===== src/rtl/rv32im_dmem_ctrl_pkg.sv =====
// Shared widths, size codes and FSM states for the data-memory controller.
package rv32im_dmem_ctrl_pkg;

   localparam int API_DATA_WIDTH = 32;

   localparam logic [1:0] DMEM_SIZE_B = 2'b00;
   localparam logic [1:0] DMEM_SIZE_H = 2'b01;
   localparam logic [1:0] DMEM_SIZE_W = 2'b10;

   typedef enum logic [1:0] {
      DMEM_IDLE,
      DMEM_ACC0,
      DMEM_ACC1,
      DMEM_RESP
   } dmem_state_e;

   function automatic logic [3:0] size_mask(input logic [1:0] size);
      logic [3:0] m;
      case (size)
         DMEM_SIZE_B: m = 4'b0001;
         DMEM_SIZE_H: m = 4'b0011;
         default:     m = 4'b1111;
      endcase
      return m;
   endfunction

endpackage


===== src/rtl/rv32im_dmem_align.sv =====
// Byte-lane alignment of a request across a two-word window.
module rv32im_dmem_align
   import rv32im_dmem_ctrl_pkg::*;
(
   input  logic [1:0]                  off,
   input  logic [1:0]                  size,
   input  logic [API_DATA_WIDTH-1:0]   wdata,
   output logic [7:0]                  be8,
   output logic [2*API_DATA_WIDTH-1:0] wdata64,
   output logic                        split
);

   always_comb begin
      be8     = {4'b0000, size_mask(size)} << off;
      wdata64 = {{API_DATA_WIDTH{1'b0}}, wdata} << {off, 3'b000};
      split   = |be8[7:4];
   end

endmodule


===== src/rtl/rv32im_dmem_ctrl.sv =====
// Data-memory controller: lane alignment, split word accesses, read merge.
module rv32im_dmem_ctrl
   import rv32im_dmem_ctrl_pkg::*;
(
   input  logic                      clk_i,
   input  logic                      rst_i,
   input  logic                      req_valid_i,
   output logic                      req_ready_o,
   input  logic                      req_we_i,
   input  logic [1:0]                req_size_i,
   input  logic [API_DATA_WIDTH-1:0] req_addr_i,
   input  logic [API_DATA_WIDTH-1:0] req_wdata_i,
   output logic                      rsp_valid_o,
   output logic [API_DATA_WIDTH-1:0] rsp_rdata_o,
   output logic                      bus_req_o,
   output logic                      bus_we_o,
   output logic [API_DATA_WIDTH-1:0] bus_addr_o,
   output logic [3:0]                bus_be_o,
   output logic [API_DATA_WIDTH-1:0] bus_wdata_o,
   input  logic                      bus_ack_i,
   input  logic [API_DATA_WIDTH-1:0] bus_rdata_i
);

   dmem_state_e state, state_nxt;

   logic [7:0]  be8;
   logic [63:0] wdata64;
   logic        split;

   logic        we_q;
   logic [1:0]  size_q;
   logic [1:0]  off_q;
   logic        split_q;
   logic [3:0]  be_hi_q;
   logic [31:0] wdata_hi_q;
   logic [31:0] lo_q;
   logic [31:0] hi_q;
   logic [31:0] shifted;
   logic        accept;

   rv32im_dmem_align u_align (
      .off     (req_addr_i[1:0]),
      .size    (req_size_i),
      .wdata   (req_wdata_i),
      .be8     (be8),
      .wdata64 (wdata64),
      .split   (split)
   );

   assign req_ready_o = (state == DMEM_IDLE) && !rst_i;
   assign accept      = req_valid_i && req_ready_o;

   always_ff @(posedge clk_i) begin
      if (rst_i) state <= DMEM_IDLE;
      else       state <= state_nxt;
   end

   always_comb begin
      state_nxt = state;
      case (state)
         DMEM_IDLE: if (accept) state_nxt = DMEM_ACC0;
         DMEM_ACC0: if (bus_ack_i)
            state_nxt = split_q ? DMEM_ACC1 : DMEM_RESP;
         DMEM_ACC1: if (bus_ack_i) state_nxt = DMEM_RESP;
         default:   state_nxt = DMEM_IDLE;
      endcase
   end

   // Bus outputs are registered so they stay put through wait states.
   always_ff @(posedge clk_i) begin
      if (rst_i) begin
         bus_req_o   <= 1'b0;
         bus_we_o    <= 1'b0;
         bus_addr_o  <= '0;
         bus_be_o    <= '0;
         bus_wdata_o <= '0;
         we_q        <= 1'b0;
         size_q      <= '0;
         off_q       <= '0;
         split_q     <= 1'b0;
         be_hi_q     <= '0;
         wdata_hi_q  <= '0;
         lo_q        <= '0;
         hi_q        <= '0;
      end else begin
         case (state)
            DMEM_IDLE: if (accept) begin
               we_q        <= req_we_i;
               size_q      <= req_size_i;
               off_q       <= req_addr_i[1:0];
               split_q     <= split;
               be_hi_q     <= be8[7:4];
               wdata_hi_q  <= wdata64[63:32];
               lo_q        <= '0;
               hi_q        <= '0;
               bus_req_o   <= 1'b1;
               bus_we_o    <= req_we_i;
               bus_addr_o  <= {req_addr_i[31:2], 2'b00};
               bus_be_o    <= be8[3:0];
               bus_wdata_o <= wdata64[31:0];
            end
            DMEM_ACC0: if (bus_ack_i) begin
               lo_q <= bus_rdata_i;
               if (split_q) begin
                  bus_addr_o  <= bus_addr_o + 32'd4;
                  bus_be_o    <= be_hi_q;
                  bus_wdata_o <= wdata_hi_q;
               end else begin
                  bus_req_o   <= 1'b0;
                  bus_we_o    <= 1'b0;
                  bus_addr_o  <= '0;
                  bus_be_o    <= '0;
                  bus_wdata_o <= '0;
               end
            end
            DMEM_ACC1: if (bus_ack_i) begin
               hi_q        <= bus_rdata_i;
               bus_req_o   <= 1'b0;
               bus_we_o    <= 1'b0;
               bus_addr_o  <= '0;
               bus_be_o    <= '0;
               bus_wdata_o <= '0;
            end
            default: ;
         endcase
      end
   end

   always_comb begin
      shifted     = 32'({hi_q, lo_q} >> {off_q, 3'b000});
      rsp_valid_o = (state == DMEM_RESP);
      rsp_rdata_o = '0;
      if (rsp_valid_o && !we_q) begin
         case (size_q)
            DMEM_SIZE_B: rsp_rdata_o = {24'd0, shifted[7:0]};
            DMEM_SIZE_H: rsp_rdata_o = {16'd0, shifted[15:0]};
            default:     rsp_rdata_o = shifted;
         endcase
      end
   end

endmodule


===== config.mk =====
export PLATFORM = sky130hd
export DESIGN_NAME = rv32im_dmem_ctrl
export DESIGN_NICKNAME = d
export VERILOG_FILES = /design/src/rtl/rv32im_dmem_ctrl_pkg.sv /design/src/rtl/rv32im_dmem_align.sv /design/src/rtl/rv32im_dmem_ctrl.sv
export SDC_FILE = /design/constraint.sdc
export NUM_CORES = 1
export LEC_CHECK = 0
export CAP_MARGIN = 20
export CORE_MARGIN = 4
export CORE_UTILIZATION = 50
export CTS_BUF_LIST = sky130_fd_sc_hd__clkbuf_4
export DETAILED_ROUTE_END_ITERATION = 6
export GPL_ROUTABILITY_DRIVEN = 0
export GPL_TIMING_DRIVEN = 0
export PLACE_DENSITY = 0.81
export SYNTH_ARGS = -nofsm -noshare
export SYNTH_HDL_FRONTEND = slang
export SYNTH_SLANG_ARGS = --single-unit
export TNS_END_PERCENT = 20

===== constraint.sdc =====
create_clock -name clk_i -period 3.2 [get_ports clk_i]
set_input_delay 0.48 -clock clk_i [delete_from_list [all_inputs] [get_ports clk_i]]
set_output_delay 0.48 -clock clk_i [all_outputs]
set_load 0.02 [all_outputs]

==> summary.md, run 1 <==
| Metric | Value |
|---|---|
| VDD IR-drop max | `about 0.63 mV` |
| Max-slew violations | `0` |
| Largest net degree at the start of global routing | `17` |
| Total global routing overflow | `0` |
| Clock Path Buffers | `2` |
| Clk pin slew, worst setup/hold paths | `around 0.14 ns` |
| Share of post-route cells with drive strength above 1 | `between 8 and 9%` |
| DR DRC count | `0` |
| HP Class | `in -> reg` |
| TritonCTS clock tree | `built` |
| Share of the synthesized area in the top cell type | `38.31%` |
| Post-synth ARST share | `0%` |
| Die X | `between 100 and 150 µm` |
| Final hold viol count | `0` |
| MaxCap Viol Count | `0` |
| Global-route wire length before repair | `46,850 µm` |
| CTS Hold Bufs | `0` |
| Largest cells by area after synthesis | `dfxtp_1, mux4_2, nor2_1` |
| Seq/Total Area, Yosys | `38.31%` |
| Clock skew | `approximately 0.018 ns` |
| RSZ-0062 raised after global routing | `false` |
| Syn avg cell area | `approximately 8.6 µm²` |
| Cell family with the largest share of critical-path delay | `buffers and inverters` |
| H-tree depth | `4` |
| Final core occ | `68.10%` |
| Root buf cell | `clkbuf_4` |
| Vias | `roughly 9,000` |
| CP max stage delay | `roughly 0.63 ns` |
| Synthesized area | `8309 µm²` |
| Clock Latency Late Sink | `roughly 0.59 ns` |
| GRT Resource Usage Total | `32.49%` |
| WHS | `around 0.43 ns` |
| Nature of the critical path endpoint | `output port` |
| Site Rows | `46` |
| Status | `finished clean` |
| Worst EP arrival | `about 2.6 ns` |
| Detailed Routing Iterations Pass 1 | `7` |
| Final period util | `slightly below 100%` |
| HPWL after detailed placement | `approximately 23,000 µm` |
| Slowest stage cell on the critical path | `clkdlybuf4s50_1` |
| Cells after Synth | `roughly 1,000` |
| Via density | `6.454` |
| Setup Viol. Count Final | `0` |
| Internal | `~4300 µW` |
| Die outline height | `between 100 and 150 µm` |
| Antenna violations before repair | `1` |
| YS warnings | `0` |
| Detail Route Antenna Nets | `0` |
| Setup CP Type | `reg -> out` |
| Pwr Total | `7906 µW` |
| Yosys cell types | `54` |
| Total CTS buffers | `17` |
| Fmax | `about 320 MHz` |
| Max FO, Critical Path | `10` |
| Sequential share of power | `~36%` |
| Setup TNS | `0 ns` |
| Worst relative slew slack | `45.43%` |
| Area delta synth->final | `31.61%` |
| Sw frac | `45.33%` |
| Synth cell count leaders | `dfxtp_1, nor2_1, clkbuf_1, a21oi_1, nand2_1` |
| P_sw | `approximately 3600 µW` |
| Leakage | `approximately 0.0039 µW` |
| Post-CTS Setup Bufs | `0` |
| Nets | `~1,300` |
| Drt wl/cell | `roughly 22 µm` |
| Yosys reg bits | `about 160` |
| Most common cell in the synthesized netlist | `dfxtp_1` |
| Initial core utilization | `roughly half` |
| CORE AREA | `16,060 µm²` |
| Slew @ Worst Pin | `around 0.8 ns` |
| Main synth FF type | `dfxtp_1` |
| Required @ worst endpoint | `between 2 and 3 ns` |
| CP startpoint kind | `register` |
| Routed WL | `a little over 30,000 µm` |
| Vias in the first global route | `slightly below 9,000` |
| 1st-iter DRT viols | `~1,200` |
| Fin crit period | `3.092 ns` |
| CP cell instances | `ha_1, nor2b_4, clkbuf_2, and3_1, clkdlybuf4s50_1` |
| DIE AREA | `18,740 µm²` |
| Comb pwr share | `approximately 49%` |
| Clk sinks | `~160` |
| Buf/Inv on CP | `2` |
| Post-synth EDFFs | `0` |
| Area leader, netlist | `dfxtp_1` |
| I/O pins | `207` |
| IO Port Bufs | `between 200 and 250` |
| Clock Power Share | `around 15%` |
| PD cells | `~720 nW/µm²` |
| Fillers | `1,311` |
## layout by cell type (no fill, tap or decap), types with 12 or more instances in the layout
cell type	synthesis	layout
dfxtp_1	159	157
nor2b_1	25	24
nand2_1	68	68
nor2_1	132	132
a21oi_1	69	69
nand4_1	20	20
clkbuf_4	0	19
o21ai_0	44	43
mux4_2	32	32
nand3b_1	13	13
a22oi_1	59	59
and3_1	25	25
clkbuf_1	71	66
nor3_1	24	24
mux2i_1	22	22
clkdlybuf4s50_1	0	198
nand3_1	28	28
nor4_1	12	12
## final timing paths
kind / startpoint / endpoint / slack, ns / cells after the start
max: state[0] / rsp_rdata_o[29] / 0.11 / 5
min: req_addr_i[4] / bus_addr_o[4] / 0.43 / 3
max reg2reg: state[1] / bus_wdata_o[10] / 0.20 / 9
min reg2reg: be_hi_q[1] / be_hi_q[1] / 0.46 / 2
## area by class of cell
| type | count | area [µm²] | area share, % |
|---|---|---|---|
| multi-input cells | 707 | 4703 | 43.01 |
| flip-flops and latches | 159 | 3188 | 29.15 |
| repair buffers | 204 | 2052 | 18.76 |
| plain buffers | 94 | 414.1 | 3.787 |
| well taps | 216 | 270.3 | 2.471 |
| clock buffers | 18 | 135.1 | 1.236 |
| clock inverters | 14 | 132.6 | 1.213 |
| inverters | 10 | 37.54 | 0.3432 |
| diodes | 1 | 2.502 | 0.02288 |
## flip-flops by register name, indices dropped and copies added (netlist names)
register / count
bus_req_o: 1
wdata_hi_q: 24
bus_addr_o: 30
state: 2
split_q: 1
off_q: 2
bus_wdata_o: 32
lo_q: 32
we_q: 1
bus_we_o: 1
bus_be_o: 4
size_q: 2
be_hi_q: 3
hi_q: 24
## metal layers
metal  GRT usage [%]  up-vias  part of all wire, %
li1                -     4028                    -
met1           43.62     4294                   38
met2           51.04      729                   45
met3           6.471      133                   12
met4           14.19        0                  4.6
met5               0        -                    0
## worst min-delay path: cells and delay by family
family | cells | cell delay (ns)
buffers and inverters | 1 | 0.40
AO/OA/AOI/OAI | 1 | 0.05
AND/OR/NAND/NOR | 1 | 0.05
## metrics by stage
step                      instances  worst slack, ns  area, µm²
after floorplan                 972           0.8409       8313
after global placement         1391          0.02503      10620
after detailed placement       1392         0.005751      10620
after CTS                      1422        0.0009137      10910
after global routing           1423          0.02649      10940
final                          1423           0.1083      10940
## what timing repair did
item | in CTS | in global routing
setup endpoints to repair | 32 | 28
gates cloned | 0 | 0
endpoints found under the hold margin | 0 | 0
gates resized for setup | 17 | 11
## power by group through the flow
stage	combinational (µW)	clock, µW	sequential, µW
2_1_floorplan	1730	0	3210
3_3_place_gp	3690	0	2870
3_5_place_dp	3730	0	2880
4_1_cts	3750	1190	2850
5_1_grt	4090	1270	2920
6_report	3830	1190	2880
## cells by family after synthesis
| kind of cell | count (synthesis) | synth area share (%) |
|---|---|---|
| compound gates | 257 | 20.52 |
| buf+inv | 106 | 5.225 |
| other cells | 1 | 0.04513 |
| fa+ha+maj | 6 | 0.9035 |
| simple gates | 377 | 22.18 |
| flops | 159 | 38.31 |
| mux | 65 | 12.81 |
Note: power is estimated with default switching activity, not from simulation.
==> inputs of run 2 (changes only) <==
--- a/config.mk
+++ b/config.mk
@@ -13,6 +13,7 @@
 export GPL_ROUTABILITY_DRIVEN = 0
 export GPL_TIMING_DRIVEN = 0
 export PLACE_DENSITY = 0.81
+export SLEW_MARGIN = 10
 export SYNTH_ARGS = -nofsm -noshare
 export SYNTH_HDL_FRONTEND = slang
 export SYNTH_SLANG_ARGS = --single-unit
==> results of run 2 <==
Final layout, timing and power as in run 1 (identical DEF).
